## src/rtl/uartb_pkg.sv

```systemverilog
// uartb_pkg: shared types and helpers for the UARTB receive packer.
// FSM states, word geometry, mode encodings and the lane-mask helper.
package uartb_pkg;

  typedef enum logic [1:0] {
    IDLE,
    ACCUM,
    FLUSH
  } rxp_state_e;

  localparam int   BYTES_PER_WORD = 4;
  localparam logic MODE_NORMAL    = 1'b0;
  localparam logic MODE_BURST     = 1'b1;

  function automatic logic [3:0] lane_mask(
    input logic [1:0] idx
  );
    lane_mask = 4'((4'b0001 << idx) - 4'd1);
  endfunction

endpackage

```

## src/rtl/uartb_idle_timer.sv

```systemverilog
// uartb_idle_timer: saturating idle counter with an expiry flag.
// Clears on clr, counts while en, holds at LIMIT and flags it.
module uartb_idle_timer
  import uartb_pkg::*;
#(
  parameter int LIMIT = 1024,
  parameter int W     = 16
) (
  input  logic clk,
  input  logic rst_n,
  input  logic clr,
  input  logic en,
  output logic expire
);

  logic [W-1:0] cnt_q;
  logic [W-1:0] cnt_d;
  logic         at_lim;

  // next count: clear wins, then count up until the limit
  always_comb begin
    cnt_d  = cnt_q;
    at_lim = (cnt_q == W'(LIMIT));
    if (clr) begin
      cnt_d = '0;
    end else if (en && !at_lim) begin
      cnt_d = cnt_q + W'(1);
    end
    expire = en && at_lim;
  end

  // counter register
  always_ff @(posedge clk or negedge rst_n) begin
    if (!rst_n) begin
      cnt_q <= '0;
    end else begin
      cnt_q <= cnt_d;
    end
  end

endmodule

```

## src/rtl/uartb_rx_packer.sv

```systemverilog
// uartb_rx_packer: drains UARTB RX bytes into 32-bit LE host words.
// UARTB_RXPACK_TIMEOUT_EN adds an idle flush of partial burst words.
module uartb_rx_packer
  import uartb_pkg::*;
#(
  parameter int IDLE_TO = 1024,
  parameter int TO_W    = 16
) (
  input  logic        clk,
  input  logic        rst_n,
  input  logic        mode,
  input  logic [7:0]  rx_byte,
  input  logic        rx_dv,
  output logic        rx_rd,
  output logic [31:0] word_data,
  output logic [3:0]  word_be,
  output logic        word_valid,
  input  logic        word_ready,
  output logic [1:0]  byte_idx
);

  rxp_state_e  state_q, state_d;
  logic        mode_q, mode_d;
  logic [1:0]  idx_q, idx_d;
  logic [31:0] acc_q, acc_d;
  logic        guard_q, guard_d;
  logic [31:0] data_q, data_d;
  logic [3:0]  be_q, be_d;
  logic        valid_q, valid_d;

  logic eff_mode;
  logic last_lane;
  logic out_free;
  logic mode_drop;
  logic room;
  logic rd;
  logic timeout;

`ifdef UARTB_RXPACK_TIMEOUT_EN
  uartb_idle_timer #(
    .LIMIT (IDLE_TO),
    .W     (TO_W)
  ) u_idle_timer (
    .clk    (clk),
    .rst_n  (rst_n),
    .clr    (rd || (state_q != ACCUM)),
    .en     (state_q == ACCUM),
    .expire (timeout)
  );
`else
  logic [TO_W-1:0] unused_idle_to;
  assign unused_idle_to = TO_W'(IDLE_TO);
  assign timeout        = 1'b0;
`endif

  // read qualification: one byte per guarded window, only with room
  always_comb begin
    eff_mode  = (idx_q == 2'd0) ? mode : mode_q;
    last_lane = (eff_mode == MODE_NORMAL)
             || (idx_q == 2'(BYTES_PER_WORD - 1));
    out_free  = !valid_q || word_ready;
    mode_drop = (state_q == ACCUM) && (mode != mode_q);
    room      = (state_q != FLUSH) && !mode_drop && !timeout
             && (!last_lane || out_free);
    rd        = rx_dv && !guard_q && room;
  end

  // packing FSM and output register next-state
  always_comb begin
    state_d = state_q;
    mode_d  = mode_q;
    idx_d   = idx_q;
    acc_d   = acc_q;
    data_d  = data_q;
    be_d    = be_q;
    guard_d = rd;
    valid_d = valid_q && !word_ready;
    unique case (state_q)
      IDLE, ACCUM: begin
        if (rd) begin
          if (idx_q == 2'd0) begin
            mode_d = mode;
          end
          if ((eff_mode == MODE_BURST) && !last_lane) begin
            acc_d[{idx_q, 3'b000} +: 8] = rx_byte;
            idx_d   = 2'(idx_q + 2'd1);
            state_d = ACCUM;
          end else begin
            valid_d = 1'b1;
            if (eff_mode == MODE_BURST) begin
              data_d = {rx_byte, acc_q[23:0]};
              be_d   = 4'hF;
            end else begin
              data_d = {24'b0, rx_byte};
              be_d   = 4'h1;
            end
            acc_d   = '0;
            idx_d   = 2'd0;
            state_d = IDLE;
          end
        end else if (mode_drop || timeout) begin
          state_d = FLUSH;
        end
      end
      FLUSH: begin
        if (out_free) begin
          valid_d = 1'b1;
          data_d  = acc_q;
          be_d    = lane_mask(idx_q);
          acc_d   = '0;
          idx_d   = 2'd0;
          state_d = IDLE;
        end
      end
      default: begin
        state_d = IDLE;
      end
    endcase
  end

  // state registers; guard resets high so no read fires out of reset
  always_ff @(posedge clk or negedge rst_n) begin
    if (!rst_n) begin
      state_q <= IDLE;
      mode_q  <= MODE_NORMAL;
      idx_q   <= 2'd0;
      acc_q   <= '0;
      guard_q <= 1'b1;
      data_q  <= '0;
      be_q    <= '0;
      valid_q <= 1'b0;
    end else begin
      state_q <= state_d;
      mode_q  <= mode_d;
      idx_q   <= idx_d;
      acc_q   <= acc_d;
      guard_q <= guard_d;
      data_q  <= data_d;
      be_q    <= be_d;
      valid_q <= valid_d;
    end
  end

  assign rx_rd      = rd;
  assign word_data  = data_q;
  assign word_be    = be_q;
  assign word_valid = valid_q;
  assign byte_idx   = idx_q;

endmodule

```

## config.mk

```make
export PLATFORM = sky130hd
export DESIGN_NAME = uartb_rx_packer
export DESIGN_NICKNAME = d
export VERILOG_FILES = /design/src/rtl/uartb_pkg.sv /design/src/rtl/uartb_idle_timer.sv /design/src/rtl/uartb_rx_packer.sv
export SDC_FILE = /design/constraint.sdc
export NUM_CORES = 1
export LEC_CHECK = 0
export ABC_AREA = 0
export CAP_MARGIN = 20
export CORE_ASPECT_RATIO = 1.1
export CORE_MARGIN = 3
export CORE_UTILIZATION = 42
export CTS_CLUSTER_DIAMETER = 80
export DETAILED_ROUTE_END_ITERATION = 8
export SLEW_MARGIN = 0
export SYNTH_ARGS = -nofsm -noshare
export SYNTH_HDL_FRONTEND = slang
export SYNTH_HIERARCHICAL = 1
export SYNTH_SLANG_ARGS = --single-unit
```

## constraint.sdc

```tcl
create_clock -name clk -period 2.65 [get_ports clk]
set_input_delay 0.53 -clock clk [delete_from_list [all_inputs] [get_ports clk]]
set_output_delay 0.53 -clock clk [all_outputs]
set_load 0.005 [all_outputs]
```

== Word-level counts from Yosys, hierarchy flattened ==
Cells that the tools add are included.
Word-level totals
  flip-flop bits (word level): 75
  input bits: 13
  output and inout port bits: 40
Cells by class
  $add $sub $neg: 3
  eq/ne operators: 9
  shift-type cells: 3
  multiplexer cells: 28
  bitwise operators: 1
  reductions and logical operators: 23
Operators with widths (count)
  $mux 32: 7
  $pmux 32 s2: 2
  $bwmux 32: 1
  $shift 8x7->32 const A: 1
  $shiftx 8x7->32: 1
  $mux 4: 4
  $mux 2: 5
  $ne 2x2->1 const B: 4
  $pmux 2 s2: 2
  $pmux 4 s2: 1
  $logic_and 1x1->1: 7
  $neg 5->7: 1
  $logic_not 1->1: 5
  $mux 1: 5
  $eq 2x2->1 const B: 2
  $logic_not 2->1: 2
  $reduce_and 2->1: 2
  $reduce_and 4->1: 1
  $shl 1x2->4 const A: 1
  $sub 4x1->4 const B: 1
  $logic_or 1x1->1: 3
  $ne 3x3->1 const B: 1
  $reduce_and 3->1: 1
  $add 2x1->2 const B: 1
  6 further kinds: 6

== Longest topological paths before layout ==
Gate-level depths: netlist (run 1).
  depth after elaboration: 10
  gate-level depth with buffers: 9

== Worst setup path after synthesis (run 1) ==
No wires, ideal clock.
  kind: reg2reg
  from: register idx_q[0], in the netlist byte_idx[0]
  to: register data_q[16], in the netlist word_data[16]
  data arrival time: 2149 ps
  path slack: 375 ps
  cell stages (with the launch flop): 10
  buffers on the path: 3
  cell sequence: dfrtp_1 -> inv_1 -> ha_1 -> buf_4 -> mux2_4 -> nand3_4 -> and4_4 -> buf_6 -> buf_12 -> mux2_4
On the way
  longest elaborated chain between the ends: 10
  elaborated cells between the ends (all ways): 17
Ends and longest elaborated chain
  from (decl): line uartb_rx_packer.sv:24  | logic [1:0] idx_q, idx_d;
  from (signal assigned): line uartb_rx_packer.sv:135  | idx_q <= idx_d;
  $logic_not 2->1: line uartb_rx_packer.sv:58  | eff_mode = (idx_q == 2'd0) ? mode : mode_q;
  $mux 1
  $not 1->1: line uartb_rx_packer.sv:59  | last_lane = (eff_mode == MODE_NORMAL)
  $logic_or 1x1->1: line uartb_rx_packer.sv:60  | || (idx_q == 2'(BYTES_PER_WORD - 1));
  $logic_not 1->1: line uartb_rx_packer.sv:64, uartb_rx_packer.sv:84
  $logic_or 1x1->1: line uartb_rx_packer.sv:64  | && (!last_lane || out_free);
  $logic_and 1x1->1: line uartb_rx_packer.sv:64
  $logic_and 1x1->1: line uartb_rx_packer.sv:65  | rd = rx_dv && !guard_q && room;
  $ne 2x2->1 (no source line)
  $reduce_and 4->1 (no source line)
  to (signal assigned): line uartb_rx_packer.sv:138  | data_q <= data_d;
  to (decl): line uartb_rx_packer.sv:27  | logic [31:0] data_q, data_d;
Parallel ways exist; a longest one is shown, timed or not. The select of a mux whose other input is x is not followed.
A chain may end at the register's enable or synchronous reset.

== Worst setup path in the final report (run 1) ==
  from: input word_ready
  to: output rx_rd
On the way
  longest elaborated chain between the ends: 4
Ends and longest elaborated chain
  from (decl): line uartb_rx_packer.sv:18  | input logic word_ready,
  $logic_or 1x1->1: line uartb_rx_packer.sv:61  | out_free = !valid_q || word_ready;
  $logic_or 1x1->1: line uartb_rx_packer.sv:64
  $logic_and 1x1->1: line uartb_rx_packer.sv:64
  $logic_and 1x1->1: line uartb_rx_packer.sv:65
  to (decl): line uartb_rx_packer.sv:14  | output logic rx_rd,
Every way passes these cells.

==> results of run 1 <==
synth_stat cells (all sizes together), types with 4 or more instances:
cell,instances
nor2b,10
mux2,34
clkbuf,4
nand3,11
nor3,4
buf,9
o21ai,4
mux2i,26
a21oi,9
inv,31
ha,5
dfrtp,74
a22o,8
nand2,42
cells by family after synthesis:
logic type                 synth area share [%]
AOI/OAI and AO/OA                          7.24
and+or+nand+nor                            11.8
adders and majority gates                  1.73
DFF                                        52.0
muxes                                      20.3
xor gates and xnor gates                  0.693
buffers and inverters                      6.20
how the worst max path moves through the flow:
stage                      from            end  slack, ns  depth (start not counted)
global placement           mode          rx_rd       0.02                          5
finish               word_ready          rx_rd       0.08                          5
global route         word_ready          rx_rd      0.009                          5
detailed placement         mode          rx_rd       0.02                          5
floorplan           byte_idx[0]  word_data[16]       0.38                          9
CTS                 byte_idx[1]          rx_rd      0.004                          6
layout by cell type (no fill, tap or decap), drive strengths merged, types with 2 or more instances in the layout:
cell           count
a22o               8
nand3             11
dfrtp             74
buf               23
ha                 5
a21oi              9
nand4bb            2
nor4               2
o2111a             2
inv               31
o21ai              4
nand2             42
o22ai              2
clkbuf            11
mux2              34
o32ai              2
clkinv             4
nor3               4
or3b               2
nand2b             2
clkdlybuf4s50     50
nor2b             10
a21o               2
mux2i             26
where the power goes:
group | switching (uW) | internal, uW | total [uW]
sequential | 140 | 1380 | 1520
clock | 419 | 385 | 804
combinational | 1080 | 1230 | 2300
area by class of cell:
| type | instances | area, um2 |
|---|---|---|
| clock buffers | 11 | 151 |
| clock inverters | 5 | 27.5 |
| fillers | 730 | 3560 |
| inverters | 31 | 116 |
| multi-input cells | 180 | 1520 |
| flip-flops and latches | 75 | 1880 |
| well taps | 108 | 135 |
| repair buffers | 74 | 736 |
layer usage:
metal / up-vias / wire (um) / track usage (%)
li1: 1159 / - / -
met1: 1192 / 3860 / 25.2
met2: 67 / 3590 / 27.0
met3: 8 / 334 / 3.26
met4: 0 / 60 / 5.00
met5: - / 0 / 0
repair_timing:
item / CTS / global route
buffers inserted: 0 / 1
hold buffers: 0 / 0
resized for setup: 1 / 2
setup endpoints to repair: 1 / 1
worst register-to-register path, cell delays in order, from the launching register on:
cell and delay, ns:
dfrtp_1 0.39, inv_1 0.16, ha_4 0.20, mux2i_4 0.26, buf_4 0.27, nand2_2 0.21
mux2_2 0.34, mux2_4 0.26
per-stage QoR:
step           power [uW]  cell area [um2]  util, %  std cells
2_1_floorplan        3000             3610        -        299
3_3_place_gp         3800             4370     53.7        467
4_1_cts              4640             4550     56.0        483
3_5_place_dp         3830             4370     53.7        467
5_1_grt              4910             4570     56.2        484
6_report             4630             4570     56.2        484
sequential cells by signal, summed over array words and instances, names as in the netlist:
register    flops
acc_q          32
word_be         4
word_valid      1
word_data      32
state_q         2
mode_q          1
byte_idx        2
guard_q         1
==> results.py, run 1 <==
metrics = {
    "outcome": {
        "status": "finished, final reports clean",
    },
    "routing": {
        "ant_nets": 0,
        "drtPass1Iterations": 4,
        "vias": 2426,
        "via_per_inst": 5.01,
        "wire_per_inst_um": 16.2,
        "drc": 0,
        "wl_mm": 7.85,
        "drt_iter0_markers": 150,
    },
    "worst_hold_path": {
        "holdCritPathClass": "primary input to async pin",
    },
    "global_route": {
        "grt_max_degree": 76,
        "antenna_found_initial": 0,
        "grt_pass1_vias": 2513,
        "grt_pass1_wl_mm": 13.1,
        "grt.total_usage_pct": 17.4,
        "grt.overflow.total": 0,
    },
    "clocking": {
        "cts-htree-levels": 3,
        "clk_pin_slew_ns": 0.08,
        "clock_path_buffers": 2,
        "cts_root_buf": "clkbuf_8",
        "clk_latency_ns": 0.34,
        "cts_tree": "done",
        "clock-sinks": 75,
        "numCtsBuffers": 9,
    },
    "timing": {
        "slew_viol_final": 0,
        "tightestPinTransition_ns": 0.939,
        "fmax_mhz": 389,
        "whs_ns": 0.309,
        "clock_skew_ns": 0.0116,
        "final_hold_viol_count": 0,
        "grt_setup_unrepaired": "false",
        "setup_tns_ns": 0,
        "maxSlewHeadroom_pct": 37.4,
        "fin_crit_sh_pct": 97.0,
        "setup_ws_ns": 0.0785,
        "period_minus_slack_ns": 2.57,
        "setup_violations": 0,
    },
    "worst_setup_path": {
        "rr_startpoint": "byte_idx[1]",
        "crit_required_ns": 2.12,
        "path_cells": "clkdlybuf4s50_1 > nor2b_1 > o21ai_4 > o211a_1 > clkdlybuf4s50_1",
        "critPathTopFamily": "buffers and inverters",
        "slowest_delay_ns": 0.44,
        "crit_buf_inv": 2,
        "crit_arrival_ns": 2.04,
        "end_kind": "primary output",
        "path_common_cell": "clkdlybuf4s50_1",
        "r2r_end": "word_data[7]",
        "cp-start-kind": "primary input",
        "cp_max_fo": 3,
        "worstRegToRegCells": 7,
        "reg2reg_slack_ns": 0.43,
        "crit_slowest_cell": "clkdlybuf4s50_1",
        "crit_type": "primary input to primary output",
    },
    "pwr": {
        "powerDensity_nw_per_um2": 1010,
        "leakage_uw": 0.00205,
        "ir_drop_mv": 0.466,
    },
    "yosys": {
        "syn_inst": 299,
        "ys_seq_area_share_pct": 52.0,
        "synth_top_area_share_pct": 51.3,
        "syn_nets": 317,
        "syn-cell-area_um2": 3610,
        "synth_top_area_cell": "dfrtp_1",
        "synth_cell_types": 45,
        "ys_warn_count": 6,
        "ys_async_sr_fraction_pct": 100,
        "synth_edf_count": 0,
        "synth_ff_type": "dfrtp_1",
        "synthTopCellsByArea": "dfrtp_1 51%, mux2_4 8.7%, mux2i_1 6.9%",
        "synth.avg_cell_area_um2": 12.1,
        "synth-seq-cells": 75,
    },
    "die": {
        "die_h_um": 103,
        "dieArea_um2": 9750,
        "num_rows": 34,
        "start_util_pct": 44.5,
        "core_um2": 8130,
        "pin_count": 53,
        "die_x_um": 94.4,
    },
    "placed_design": {
        "port_buffers": 52,
        "hpwlAfterDp_mm": 5.52,
        "pre_cts_slack_ns": 0.0215,
        "place.gp.congestion": 0.831,
    },
    "run": {
        "timing.max_cap.violations": 0,
    },
    "cells_and_area": {
        "fin_nets": 389,
        "syn_to_final_growth_pct": 26.4,
        "layout-drive-gt1-share_pct": 23.1,
        "insertedDiodeCount": 0,
    },
}
Note: power is estimated with default switching activity, not from simulation.
==> inputs of run 2 (changes only) <==
- clock period: 2.65 -> 2.83 ns (I/O delays scaled with it)
==> run 2 against run 1 <==
  * Register-to-register slack improved by 0.06 ns
  * Sequential power is 6% lower
  * First-iteration DRC count grew 8.7%
  * Die area unchanged
  * Hold slack better by 0.032 ns
  * Non-clock buffer count decreased by 7
  * Cell count fell by 1.7%
  * Largest cell class unchanged
  * Highest routed layer unchanged
==> results.py, run 2 (synthesis gave the netlist of run 1 again) <==
metrics = {
    "routing": {
        "drt_iter0_markers": 163,
        "via_per_inst": 4.97,
        "vias": 2364,
        "wl_mm": 7.68,
        "ant_nets": 0,
        "drtPass1Iterations": 4,
        "drc": 0,
        "wire_per_inst_um": 16.1,
    },
    "clocking": {
        "cts_root_buf": "clkbuf_8",
        "numCtsBuffers": 9,
        "clock_path_buffers": 2,
        "clk_latency_ns": 0.35,
        "cts_resized": 0,
        "cts_tree": "done",
        "cts_setup_buffers": 0,
        "cts-htree-levels": 3,
        "holdBufCountCts": 0,
        "clk_pin_slew_ns": 0.08,
        "clock-sinks": 75,
    },
    "worst_setup_path": {
        "path_cells": "inv_1 > ha_2 > mux2i_4 > o21ai_4 > o211a_1 > clkdlybuf4s50_1",
        "cp-start-kind": "flip-flop",
        "rr_startpoint": "byte_idx[1]",
        "reg2reg_slack_ns": 0.49,
        "crit_required_ns": 2.26,
        "slowest_delay_ns": 0.52,
        "r2r_end": "word_data[19]",
        "crit_arrival_ns": 2.16,
        "worstRegToRegCells": 7,
        "crit_buf_inv": 2,
        "end_kind": "primary output",
        "cp_max_fo": 4,
        "crit_type": "flip-flop to primary output",
        "critPathTopFamily": "buffers and inverters",
        "crit_slowest_cell": "clkdlybuf4s50_1",
    },
    "worst_hold_path": {
        "holdCritPathClass": "primary input to async pin",
    },
    "cells_and_area": {
        "layout_common_cells": "74 x dfrtp_1, 50 x clkdlybuf4s50_1, 40 x nand2_1",
        "fin_util_pct": 55.1,
        "regArea_um2": 1880,
        "fill_cells": 714,
        "fin_nets": 382,
        "multi_input_area_um2": 1510,
        "syn_to_final_growth_pct": 23.9,
        "final_common_cell": "dfrtp_1",
        "layout-drive-gt1-share_pct": 21.5,
        "insertedDiodeCount": 0,
    },
    "pwr": {
        "powerDensity_nw_per_um2": 944,
        "leakage_uw": 0.00200,
        "ir_drop_mv": 0.355,
    },
    "global_route": {
        "grt.overflow.total": 0,
        "grt_pass1_wl_mm": 12.9,
        "antenna_found_initial": 0,
        "grt_pass1_vias": 2445,
        "grt_max_degree": 76,
        "grt.total_usage_pct": 17.3,
    },
    "die": {
        "start_util_pct": 44.5,
        "die_h_um": 103,
        "num_rows": 34,
        "core_um2": 8130,
        "die_x_um": 94.4,
        "pin_count": 53,
        "dieArea_um2": 9750,
    },
    "timing": {
        "period_minus_slack_ns": 2.72,
        "maxSlewHeadroom_pct": 36.5,
        "slew_viol_final": 0,
        "setup_tns_ns": 0,
        "tightestPinTransition_ns": 0.952,
        "final_hold_viol_count": 0,
        "setup_ws_ns": 0.108,
        "fmax_mhz": 367,
        "whs_ns": 0.341,
        "setup_violations": 0,
        "fin_crit_sh_pct": 96.2,
        "clock_skew_ns": 0.00865,
        "grt_setup_unrepaired": "false",
    },
    "placed_design": {
        "pre_cts_slack_ns": 0.0569,
        "port_buffers": 52,
        "place.gp.congestion": 0.830,
        "hpwlAfterDp_mm": 5.32,
    },
    "outcome": {
        "status": "finished, final reports clean",
    },
    "run": {
        "timing.max_cap.violations": 0,
    },
}
-- run 2: worst max-delay path by stage --
stage	from	endpoint	slack, ns	cells after the start
4_1_cts	byte_idx[1]	rx_rd	0.005	6
5_1_grt	byte_idx[1]	rx_rd	0.02	6
3_5_place_dp	mode	rx_rd	0.06	5
6_report	byte_idx[1]	rx_rd	0.11	6
2_1_floorplan	byte_idx[0]	word_data[16]	0.56	9
3_3_place_gp	mode	rx_rd	0.10	5
-- run 2: metal layers --
| metal | vias to the layer above | routed length (um) | GRT usage, % |
|---|---|---|---|
| li1 | 1149 | - | - |
| met5 | - | 0 | 0 |
| met3 | 4 | 312 | 4.05 |
| met1 | 1161 | 4010 | 25.9 |
| met2 | 50 | 3310 | 25.4 |
| met4 | 0 | 51 | 4.33 |
-- run 2: final cells by class --
class / count / area share [%]
Tap cell: 108 / 3.02
Sequential cell: 75 / 42.0
Timing Repair Buffer: 67 / 14.4
Clock buffer: 9 / 2.77
Clock inverter: 6 / 1.45
Inverter: 31 / 2.60
Multi-Input combinational cell: 180 / 33.8
-- run 2: metrics by stage --
step / instances / area (um2) / total power, uW
after floorplan: 299 / 3610 / 2810
after global placement: 461 / 4280 / 3430
after detailed placement: 461 / 4280 / 3460
after CTS: 476 / 4470 / 4280
after global routing: 476 / 4480 / 4500
final: 476 / 4480 / 4230
-- run 2: report_power, final --
part	total, uW	switching [uW]	internal, uW
clock network	810	406	404
logic	1990	958	1030
registers	1430	135	1300
total	4230	1500	2730
==> inputs of run 3 (changes only) <==
- CORE_UTILIZATION: 42 -> 25
==> run 3 against run 2 <==
  * Total power grew 8.8%
  * Clock power grew 43%
  * Largest cell class unchanged
  * Hold slack improved by 0.029 ns
  * Critical endpoint unchanged
==> results.py, run 3 (synthesis gave the netlist of run 1 again) <==
metrics = {
    "clocking": {
        "cts-htree-levels": 3,
        "clk_pin_slew_ns": 0.06,
        "clk_latency_ns": 0.33,
        "cts_tree": "done",
        "clock-sinks": 75,
        "numCtsBuffers": 9,
        "cts_root_buf": "clkbuf_16",
        "clock_path_buffers": 2,
    },
    "die": {
        "die_x_um": 121,
        "pin_count": 53,
        "die_h_um": 132,
        "dieArea_um2": 15900,
        "num_rows": 45,
        "start_util_pct": 25.9,
        "core_um2": 14000,
    },
    "worst_hold_path": {
        "holdCritPathClass": "primary input to async pin",
    },
    "cells_and_area": {
        "fin_nets": 383,
        "insertedDiodeCount": 0,
        "final_common_cell": "dfrtp_1",
        "layout_common_cells": "74 x dfrtp_1, 51 x clkdlybuf4s50_1, 40 x nand2_1",
        "layout-drive-gt1-share_pct": 21.6,
        "syn_to_final_growth_pct": 30.0,
        "fin_util_pct": 33.6,
        "final_cell_area_um2": 4700,
    },
    "timing": {
        "setup_tns_ns": 0,
        "period_minus_slack_ns": 2.75,
        "maxSlewHeadroom_pct": 35.9,
        "slew_viol_final": 0,
        "clock_skew_ns": 0.00425,
        "tightestPinTransition_ns": 0.961,
        "grt_setup_unrepaired": "false",
        "setup_violations": 0,
        "fin_crit_sh_pct": 97.2,
        "whs_ns": 0.370,
        "fmax_mhz": 364,
        "final_hold_viol_count": 0,
    },
    "global_route": {
        "antenna_found_initial": 0,
        "grt_pass1_vias": 2575,
        "grt.overflow.total": 0,
        "grt.total_usage_pct": 11.2,
        "grt_pass1_wl_mm": 14.1,
        "grt_max_degree": 76,
    },
    "run": {
        "timing.max_cap.violations": 0,
    },
    "routing": {
        "vias": 2371,
        "ant_nets": 0,
        "drc": 0,
        "drtPass1Iterations": 4,
        "via_per_inst": 4.25,
        "wire_per_inst_um": 15.0,
        "drt_iter0_markers": 177,
        "wl_mm": 8.39,
    },
    "placed_design": {
        "port_buffers": 52,
        "place.gp.congestion": 0.815,
        "hpwlAfterDp_mm": 5.94,
        "postPlaceCellArea_um2": 4380,
    },
    "worst_setup_path": {
        "crit_required_ns": 2.26,
        "path_cells": "clkdlybuf4s50_1 > xor2_2 > nand2_2 > o211a_1 > clkdlybuf4s50_1",
        "worstRegToRegCells": 7,
        "r2r_end": "word_data[0]",
        "path_common_cell": "clkdlybuf4s50_1",
        "rr_startpoint": "byte_idx[1]",
        "cp_max_fo": 4,
        "cp-start-kind": "primary input",
        "slowest_delay_ns": 0.60,
        "reg2reg_slack_ns": 0.54,
        "crit_type": "primary input to primary output",
        "end_kind": "primary output",
        "crit_slowest_cell": "clkdlybuf4s50_1",
        "crit_arrival_ns": 2.18,
    },
    "pwr": {
        "ir_drop_mv": 0.361,
        "power.total_uw": 4600,
        "leakage_uw": 0.00205,
        "powerDensity_nw_per_um2": 979,
    },
    "outcome": {
        "status": "finished, final reports clean",
    },
}
## run 3: power by group
part	switching (uW)	internal, uW	total [uW]	leakage (uW)
combinational	959	1040	2000	0.000891
clock	450	711	1160	0.000150
sequential	143	1300	1440	0.00101
## run 3: worst max path at each step
| stage | startpoint | to |
|---|---|---|
| finish | mode | rx_rd |
| global route | mode | rx_rd |
| CTS | byte_idx[1] | rx_rd |
| detailed placement | mode | rx_rd |
| global placement | mode | rx_rd |
| floorplan | byte_idx[0] | word_data[16] |
## run 3: layout make-up
type	instances	area, um2
clock buffer	11	243
clock inverter	5	61.3
fill	1424	9270
inverter	31	116
multi-input combinational	180	1510
sequential	75	1880
tap	188	235
timing repair buffer	68	651
## run 3: repair_timing
action	4_1_cts	5_1_grt
gates resized for setup	0	1
buffers inserted	0	1
hold endpoints to repair	0	0
endpoints found under the setup margin	0	1
hold buffers	0	0
## run 3: layer usage
layer	wire [um]	up-vias	share of wire [%]	GRT usage, %
met3	444	8	5.3	3.99
met2	3780	48	45	16.9
li1	-	1154	-	-
met1	4020	1161	48	14.7
met4	144	0	1.7	4.03
met5	0	-	0	0
## run 3: metrics by stage
| stage | cells | setup slack (ns) |
|---|---|---|
| after floorplan | 299 | 0.555 |
| after global placement | 541 | 0.0958 |
| after detailed placement | 541 | 0.0763 |
| after CTS | 557 | 0.0285 |
| after global routing | 558 | 0.00502 |
| final | 558 | 0.0792 |
## run 3: critical path, delay by kind of cell
family / cells / cell delay, ns
XOR/XNOR: 1 / 0.25
AO/OA/AOI/OAI: 1 / 0.24
AND/OR/NAND/NOR: 1 / 0.08
buffers and inverters: 2 / 1.05
